--- config.mk ---
export PLATFORM = sky130hd
export DESIGN_NAME = inv_park_clarke
export DESIGN_NICKNAME = d
export VERILOG_FILES = /design/src/rtl/inv_park_clarke.sv
export SDC_FILE = /design/constraint.sdc
export NUM_CORES = 1
export LEC_CHECK = 0
export ABC_AREA = 1
export CAP_MARGIN = 20
export CORE_MARGIN = 2
export CORE_UTILIZATION = 55
export DETAILED_ROUTE_END_ITERATION = 6
export PLACE_DENSITY = 0.75
export SLEW_MARGIN = 10
export SYNTH_ARGS = -nofsm -noshare
export SYNTH_HDL_FRONTEND = slang
export SYNTH_SLANG_ARGS = --single-unit
export TNS_END_PERCENT = 30
--- constraint.sdc ---
create_clock -name clk -period 9.85 [get_ports clk]
set_clock_uncertainty 0.1 [all_clocks]
set_input_delay 0.985 -clock clk [delete_from_list [all_inputs] [get_ports clk]]
set_output_delay 0.985 -clock clk [all_outputs]
set_load 0.03 [all_outputs]
--- src/rtl/inv_park_clarke.sv ---
// Inverse Park + inverse Clarke: (vd, vq, sin, cos) -> (va, vb, vc).
// One shared signed multiplier is stepped over five compute states.
//
// state  | meaning
// -------+------------------------------------------------------------
// IDLE   | in_ready=1, operands captured on in_valid
// M0     | acc = vd*cos
// M1     | acc -= vq*sin, valpha = sat(acc>>>F)
// M2     | acc = vd*sin
// M3     | acc += vq*cos, vbeta = sat(acc>>>F)
// M4     | va/vb/vc from valpha and vbeta*K_SQRT3_2
// OUT    | out_valid=1, results held until out_ready

module inv_park_clarke #(
    parameter int N         = 10,
    parameter int F         = 9,
    parameter int K_SQRT3_2 = 443
) (
    input  logic                clk,
    input  logic                nrst,
    input  logic                in_valid,
    output logic                in_ready,
    input  logic signed [N-1:0] vd,
    input  logic signed [N-1:0] vq,
    input  logic signed [N-1:0] sin_theta,
    input  logic signed [N-1:0] cos_theta,
    output logic                out_valid,
    input  logic                out_ready,
    output logic signed [N-1:0] va,
    output logic signed [N-1:0] vb,
    output logic signed [N-1:0] vc
);

    localparam int PW = 2 * N;
    localparam int AW = 2 * N + 1;

    localparam logic signed [N-1:0]  K_OP   = N'(K_SQRT3_2);
    localparam logic signed [AW-1:0] SAT_HI = AW'((2 ** (N - 1)) - 1);
    localparam logic signed [AW-1:0] SAT_LO = AW'(-(2 ** (N - 1)));

    typedef enum logic [2:0] {
        S_IDLE = 3'd0,
        S_M0   = 3'd1,
        S_M1   = 3'd2,
        S_M2   = 3'd3,
        S_M3   = 3'd4,
        S_M4   = 3'd5,
        S_OUT  = 3'd6
    } state_t;

    state_t                r_state;
    logic signed [N-1:0]   r_vd, r_vq, r_sin, r_cos;
    logic signed [N-1:0]   r_valpha, r_vbeta;
    logic signed [N-1:0]   r_va, r_vb, r_vc;
    logic signed [AW-1:0]  r_acc;
    logic                  r_out_valid;

    logic signed [N-1:0]   w_op_a, w_op_b;
    logic signed [PW-1:0]  w_prod;
    logic signed [AW-1:0]  w_prod_ext;
    logic signed [AW-1:0]  w_acc_new;
    logic signed [AW-1:0]  w_acc_shr;
    logic signed [N-1:0]   w_half;
    logic signed [AW-1:0]  w_half_ext;
    logic signed [AW-1:0]  w_t;
    logic signed [AW-1:0]  w_vb_wide, w_vc_wide;

    function automatic logic signed [N-1:0] sat_n(input logic signed [AW-1:0] x);
        if (x > SAT_HI)
            sat_n = {1'b0, {(N-1){1'b1}}};
        else if (x < SAT_LO)
            sat_n = {1'b1, {(N-1){1'b0}}};
        else
            sat_n = x[N-1:0];
    endfunction

    always_comb begin
        w_op_a = r_vd;
        w_op_b = r_cos;
        case (r_state)
            S_M1:    begin w_op_a = r_vq;     w_op_b = r_sin; end
            S_M2:    begin w_op_a = r_vd;     w_op_b = r_sin; end
            S_M3:    begin w_op_a = r_vq;     w_op_b = r_cos; end
            S_M4:    begin w_op_a = r_vbeta;  w_op_b = K_OP;  end
            default: begin w_op_a = r_vd;     w_op_b = r_cos; end
        endcase
    end

    assign w_prod     = PW'(w_op_a) * PW'(w_op_b);
    assign w_prod_ext = AW'(w_prod);
    assign w_acc_new  = (r_state == S_M1) ? (r_acc - w_prod_ext) : (r_acc + w_prod_ext);
    assign w_acc_shr  = w_acc_new >>> F;

    // In M4 the product is vbeta*K; t and half are formed at full width before clamping.
    assign w_half     = r_valpha >>> 1;
    assign w_half_ext = {{(AW-N){w_half[N-1]}}, w_half};
    assign w_t        = w_prod_ext >>> F;
    assign w_vb_wide  = w_t - w_half_ext;
    assign w_vc_wide  = -w_t - w_half_ext;

    always_ff @(posedge clk or negedge nrst) begin
        if (!nrst) begin
            r_state     <= S_IDLE;
            r_vd        <= '0;
            r_vq        <= '0;
            r_sin       <= '0;
            r_cos       <= '0;
            r_acc       <= '0;
            r_valpha    <= '0;
            r_vbeta     <= '0;
            r_va        <= '0;
            r_vb        <= '0;
            r_vc        <= '0;
            r_out_valid <= 1'b0;
        end else begin
            case (r_state)
                S_IDLE: begin
                    if (in_valid) begin
                        r_vd    <= vd;
                        r_vq    <= vq;
                        r_sin   <= sin_theta;
                        r_cos   <= cos_theta;
                        r_state <= S_M0;
                    end
                end
                S_M0: begin
                    r_acc   <= w_prod_ext;
                    r_state <= S_M1;
                end
                S_M1: begin
                    r_acc    <= w_acc_new;
                    r_valpha <= sat_n(w_acc_shr);
                    r_state  <= S_M2;
                end
                S_M2: begin
                    r_acc   <= w_prod_ext;
                    r_state <= S_M3;
                end
                S_M3: begin
                    r_acc   <= w_acc_new;
                    r_vbeta <= sat_n(w_acc_shr);
                    r_state <= S_M4;
                end
                S_M4: begin
                    r_va        <= r_valpha;
                    r_vb        <= sat_n(w_vb_wide);
                    r_vc        <= sat_n(w_vc_wide);
                    r_out_valid <= 1'b1;
                    r_state     <= S_OUT;
                end
                S_OUT: begin
                    if (out_ready) begin
                        r_out_valid <= 1'b0;
                        r_state     <= S_IDLE;
                    end
                end
                default: begin
                    r_out_valid <= 1'b0;
                    r_state     <= S_IDLE;
                end
            endcase
        end
    end

    assign in_ready  = (r_state == S_IDLE);
    assign out_valid = r_out_valid;
    assign va        = r_va;
    assign vb        = r_vb;
    assign vc        = r_vc;

endmodule
# Yosys cells after proc, flatten, opt, wreduce, memory -nomap -nowiden
# Cells that the tools add are included.
# op_classes
n_lt_le_gt_ge,6
addsub,5
n_mul,1
n_eq_ne,8
n_bitwise,1
mux,15
reduce_logical,9
# ops
operator,n
two-way mux 10 bit,6
one-hot mux 21 bit (2 select lines),1
one-hot mux 10 bit (2 select lines),2
"greater-than comparator 12 x 10 -> 1 bit, second input constant",2
"less-than comparator 12 x 10 -> 1 bit, second input constant",2
adder 21 x 20 -> 21 bit,1
"greater-than comparator 21 x 10 -> 1 bit, second input constant",1
"less-than comparator 21 x 10 -> 1 bit, second input constant",1
two-way mux 21 bit,1
negator 11 -> 21 bit,1
one-hot mux 3 bit (7 select lines),1
subtractor 21 x 20 -> 21 bit,1
subtractor 21 x 9 -> 21 bit,1
multiplier 10 x 10 -> 20 bit,1
subtractor 11 x 9 -> 12 bit,1
"== test 3 bit, second input constant",3
"== test 3 x 2 -> 1 bit, second input constant",2
two-way mux 3 bit,2
AND reduction 2 bit,3
OR reduction 2 bit,3
OR reduction 5 bit,1
"!= test 2 bit, second input constant",2
"== test 3 x 1 -> 1 bit, second input constant",1
logical NOT 3 bit,1
other kinds (4),4
# word_totals
word_cells,57
reg_bits,115
inputBits,44
out_inout_bits,32

# Longest topological paths before layout
# Gate-level depths: netlist of the first run.
# logic_depth
word_depth,9
depth_mapped,50
mapped_depth_nobuf,49

# Worst setup path after synthesis of the first run
# No wires, ideal clock.
# synth_path
path_kind,reg-to-reg
startpoint,reg r_state[1]
endpoint,reg r_valpha[0]
period_less_slack_ps,8222
required_time_ps,9633
path_buffers,1
path_slack_ps,1628
stages_incl_launch_ff,46
setup_time_ps,117
arrival_time_ps,8005
path_cell_list,dfrtp_1 inv_2 nor2_1 nand2_2 nand2_1 clkbuf_1 a22oi_1 nand2_1 inv_1 or2_2 fa_1 fa_1 inv_1 fa_1 fa_1 inv_1 fa_1 inv_1 [10 not listed] nand2_1 nor4_1 xor2_1 o21ai_0 ha_1 inv_1 nor3_1 nor3b_1 nand4_1 nand3_1 xor2_1 inv_1 nand3_2 nand3_2 nand2_1 nand2_1 nand2_1 nand2_1
# synth_between
elab_chain_len,9
word_cells_on_any_way,16
classes_between,add/sub (2); mul (1); order compare (2); eq/ne (4); mux (5); reduce/logical (2)
# synth_rtl
element,line,text
from (decl),51,state_t r_state;
from (signal assigned),103,r_state <= S_IDLE;
from (signal assigned),123,r_state <= S_M0;
from (signal assigned),128,r_state <= S_M1;
"== test 3 x 2 -> 1 bit, or another cell as far along","80, 91, 116",
OR reduction 2 bit (no line),n/a,
one-hot mux 10 bit (2 select lines),80,case (r_state)
multiplier 10 x 10 -> 20 bit,89,assign w_prod = PW'(w_op_a) * PW'(w_op_b);
adder 21 x 20 -> 21 bit / subtractor 21 x 20 -> 21 bit (equally long branches),91,assign w_acc_new = (r_state == S_M1) ? (r_acc - w_prod_ext) : (r_acc + w_prod_ext);
two-way mux 21 bit,91,
less-than comparator 12 x 10 -> 1 bit,71,else if (x < SAT_LO)
two-way mux 10 bit,71,
two-way mux 10 bit,n/a,
to (signal assigned),132,r_valpha <= sat_n(w_acc_shr);
to (decl),53,"logic signed [N-1:0] r_valpha, r_vbeta;"
# Several ways; a longest one is shown, not always the timed one.
# A chain may end at the register's enable or synchronous reset.

# Worst setup path in the final report of the first run
# layout_path
startpoint,reg r_state[2]
endpoint,reg r_valpha[8]
# The elaborated chain is that of the path after synthesis.

==> summary.txt, run 1 <==
Clock network
  – TritonCTS Buffers: 17
  – CTS Hold Bufs: 0
  – CTS tree: yes
  – Clock transition at the registers of the reported paths: 70 ps
  – Clock Sinks: 115
  – H-tree depth: 4
  – Clock latency on the worst-skew pair: 420 ps
  – Root buffer cell: clkbuf_16
  – Max Root-Sink Buffers: 2

Yosys
  – Count of cell types in the netlist: 52
  – Synth Instances: 1,529
  – Yosys reg bits: 115
  – Seq/Total Area, Yosys: 24.07%
  – Leading cell types by total area after synthesis: dfrtp_1, fa_1, nand2_1
  – Syn Nets: 1,769
  – Asr flop ratio synth: 100.0%
  – Yosys warns: 0
  – Synth top area share: 24.07%
  – Post-synth top area cell: dfrtp_1
  – Post-synth EDFFs: 0
  – Post-Syn Area per Cell: 7.821 sq um
  – Most used DFF post-synth: dfrtp_1
  – Syn Std Cell Area: 0.01196 sq mm

Worst setup path
  – Slowest Stage Delay on Critical Path: 560 ps
  – Crit-path leading delay family: simple AND/OR/NAND/NOR gates
  – Crit start category: register
  – Crit path kind: reg2reg
  – WP data arrival: 9500 ps
  – WP data required: 10,100 ps
  – CP max FO: 11
  – Crit. Startpoint: r_state[2]
  – Bufs and invs on worst path: 9
  – Critical path endpoint category: register
  – Cell count of the worst reg-to-reg path: 44
  – Critical path's slowest cell: fa_1
  – R2r startpoint: r_state[2]
  – CP dominant cell by count: nand2_1
  – Critical Path Stages: 44

Detailed routing
  – DRT Pass-1 Iters: 5
  – Via count: 10,472
  – 1st-iter DRT viols: 792
  – Residual DRC: 0
  – Drt total wl: 32,350 um
  – Drt wl/cell: 17.02 um
  – Final ANT Viol Nets: 0
  – Via density: 5.509

Timing
  – Fmax: 108.1 MHz
  – Period utilization: 93.90%
  – Setup tns final: 0 ps
  – Rel. slew slack: 36.52%
  – Unrepaired setup endpoints after global routing: no
  – Final Hold Fails: 0
  – Max Slew Vio Count: 0
  – Final setup vio count: 0
  – Least-Margin Pin Slew: 952.2 ps
  – Fin crit period: 9250 ps

Global route
  – Grt total ovfl: 0
  – First-pass GRT wire length: 52,400 um
  – Largest net degree at the start of global routing: 71
  – GRT Total Usage: 29.57%
  – Met3 GRT Util: 4.850%
  – GR peak layer: met2
  – Met1 Use GR: 40.49%
  – Initial antenna violation count: 0
  – Met2 GRT Util: 48.12%
  – Vias in the first global route: 10,335

Flow run
  – Maximum capacitance violations: 0

Layout
  – Finished Layout Cells: 1,901
  – P&R area growth vs syn: 14.14%
  – Layout cell share with drive strength beyond 1: 9.041%
  – Most frequent cells in the layout: nand2_1, inv_1, nor2_1, dfrtp_1, ha_1
  – Commonest non-fill, non-tap cell in the layout: nand2_1
  – ANT cells: 0
  – Fin nets: 1,853
  – Core Util, Final: 64.52%

Place
  – Cells after DPL: 1,869
  – Placer Congestion: 0.9461
  – # port buffers: 75
  – Detail Placement HPWL: 25,940 um

Die
  – I/O pin cnt: 76
  – Initial Util: 56.53%
  – Die ar.: 0.02294 sq mm
  – Core region area: 0.02115 sq mm
  – Die extent in y: 151.5 um
  – Site Rows: 53
  – Die X: 151.5 um

Status
  – Status: complete, no violations

Worst hold path
  – Hold Startpoint: vb[0]
  – WHS Path Cells: 2
  – Min-Delay Path Class: reg2reg
## layout make-up
type / instances / area [sq um]
clock buffers: 17 / 425.4
clock inverters: 15 / 153.9
fillers: 1792 / 7506
inverters: 275 / 1042
multi-input cells: 1117 / 7964
flip-flops and latches: 115 / 2880
well taps: 275 / 344.1
repair buffers: 87 / 838.3
## Yosys cell counts, types with 4 or more instances
library cell and instances:
nor4_1 4, xor2_1 35, o22ai_1 7, a22oi_1 16, a2bb2oi_1 5, or2_2 18, nor2_1 115, nand4_1 13
buf_1 5, o21ai_0 45, nand3b_1 6, o21bai_1 4, fa_1 94, xnor2_1 12, o211ai_1 17, mux2_2 39
nand2_1 415, inv_2 6, ha_1 102, a31oi_1 7, clkbuf_1 13, a21oi_1 53, inv_1 266, nor3_1 5
a21boi_0 8, nand2_4 6, dfrtp_1 115, nand3_1 51, nand2_2 6
## tightest hold or removal path, cell delays in order (launching register included)
cell     delay [ps]
dfrtp_1         340
nand2_1          50
nand2_1          60
## metal layers
layer / part of all wire, % / wire [um]
met1: 43 / 14050
met2: 46 / 15020
met3: 7.3 / 2371
met4: 2.8 / 902
met5: 0 / 0
## state kept, by name, summed over array words and instances, names as in the netlist
register / flops
out_valid: 1
r_acc: 21
r_cos: 10
r_sin: 10
r_state: 3
r_valpha: 10
r_vbeta: 10
r_vd: 10
r_vq: 10
va: 10
vb: 10
vc: 10
## stage by stage
stage	setup slack [ps]	hold WS, ps	instance area [sq um]
floorplan	1628	342.2	11960
global placement	751.1	364.5	13040
detailed placement	600.0	368.4	13040
CTS	450.8	385.2	13620
global route	8.603	396.5	13650
finish	600.4	380.2	13650
## final timing paths
check,end,slack (ps)
max,r_valpha[8],600
min,vb[0],380
max reg2reg,r_valpha[8],600
min reg2reg,vb[0],380
max in group asynchronous,va[5],7890
min in group asynchronous,r_acc[5],600
## timing repair
item	4_1_cts	5_1_grt
gates resized for setup	0	13
setup buffers	0	0
endpoints found under the setup margin	0	31
## cell families after synthesis
kind of cell	after synthesis	synth area share (%)
xor gates and xnor gates	47	3.442
buffers and inverters	297	9.532
AOI/OAI and AO/OA	179	9.260
and+or+nand+nor	655	23.53
muxes	40	3.756
adders and majority gates	196	26.41
DFF	115	24.07
Power of run 1 is left out: the tool's default activity adds up to more than one toggle a clock period on the data nets, which glitch-free logic cannot reach.
==> inputs of run 2 (changes only) <==
- ABC_CLOCK_PERIOD_IN_PS: unset -> 9850
==> results of run 2 <==
No change in the layout: final DEF, timing and power equal those of run 1.
Power of run 2 is left out for the same reason.
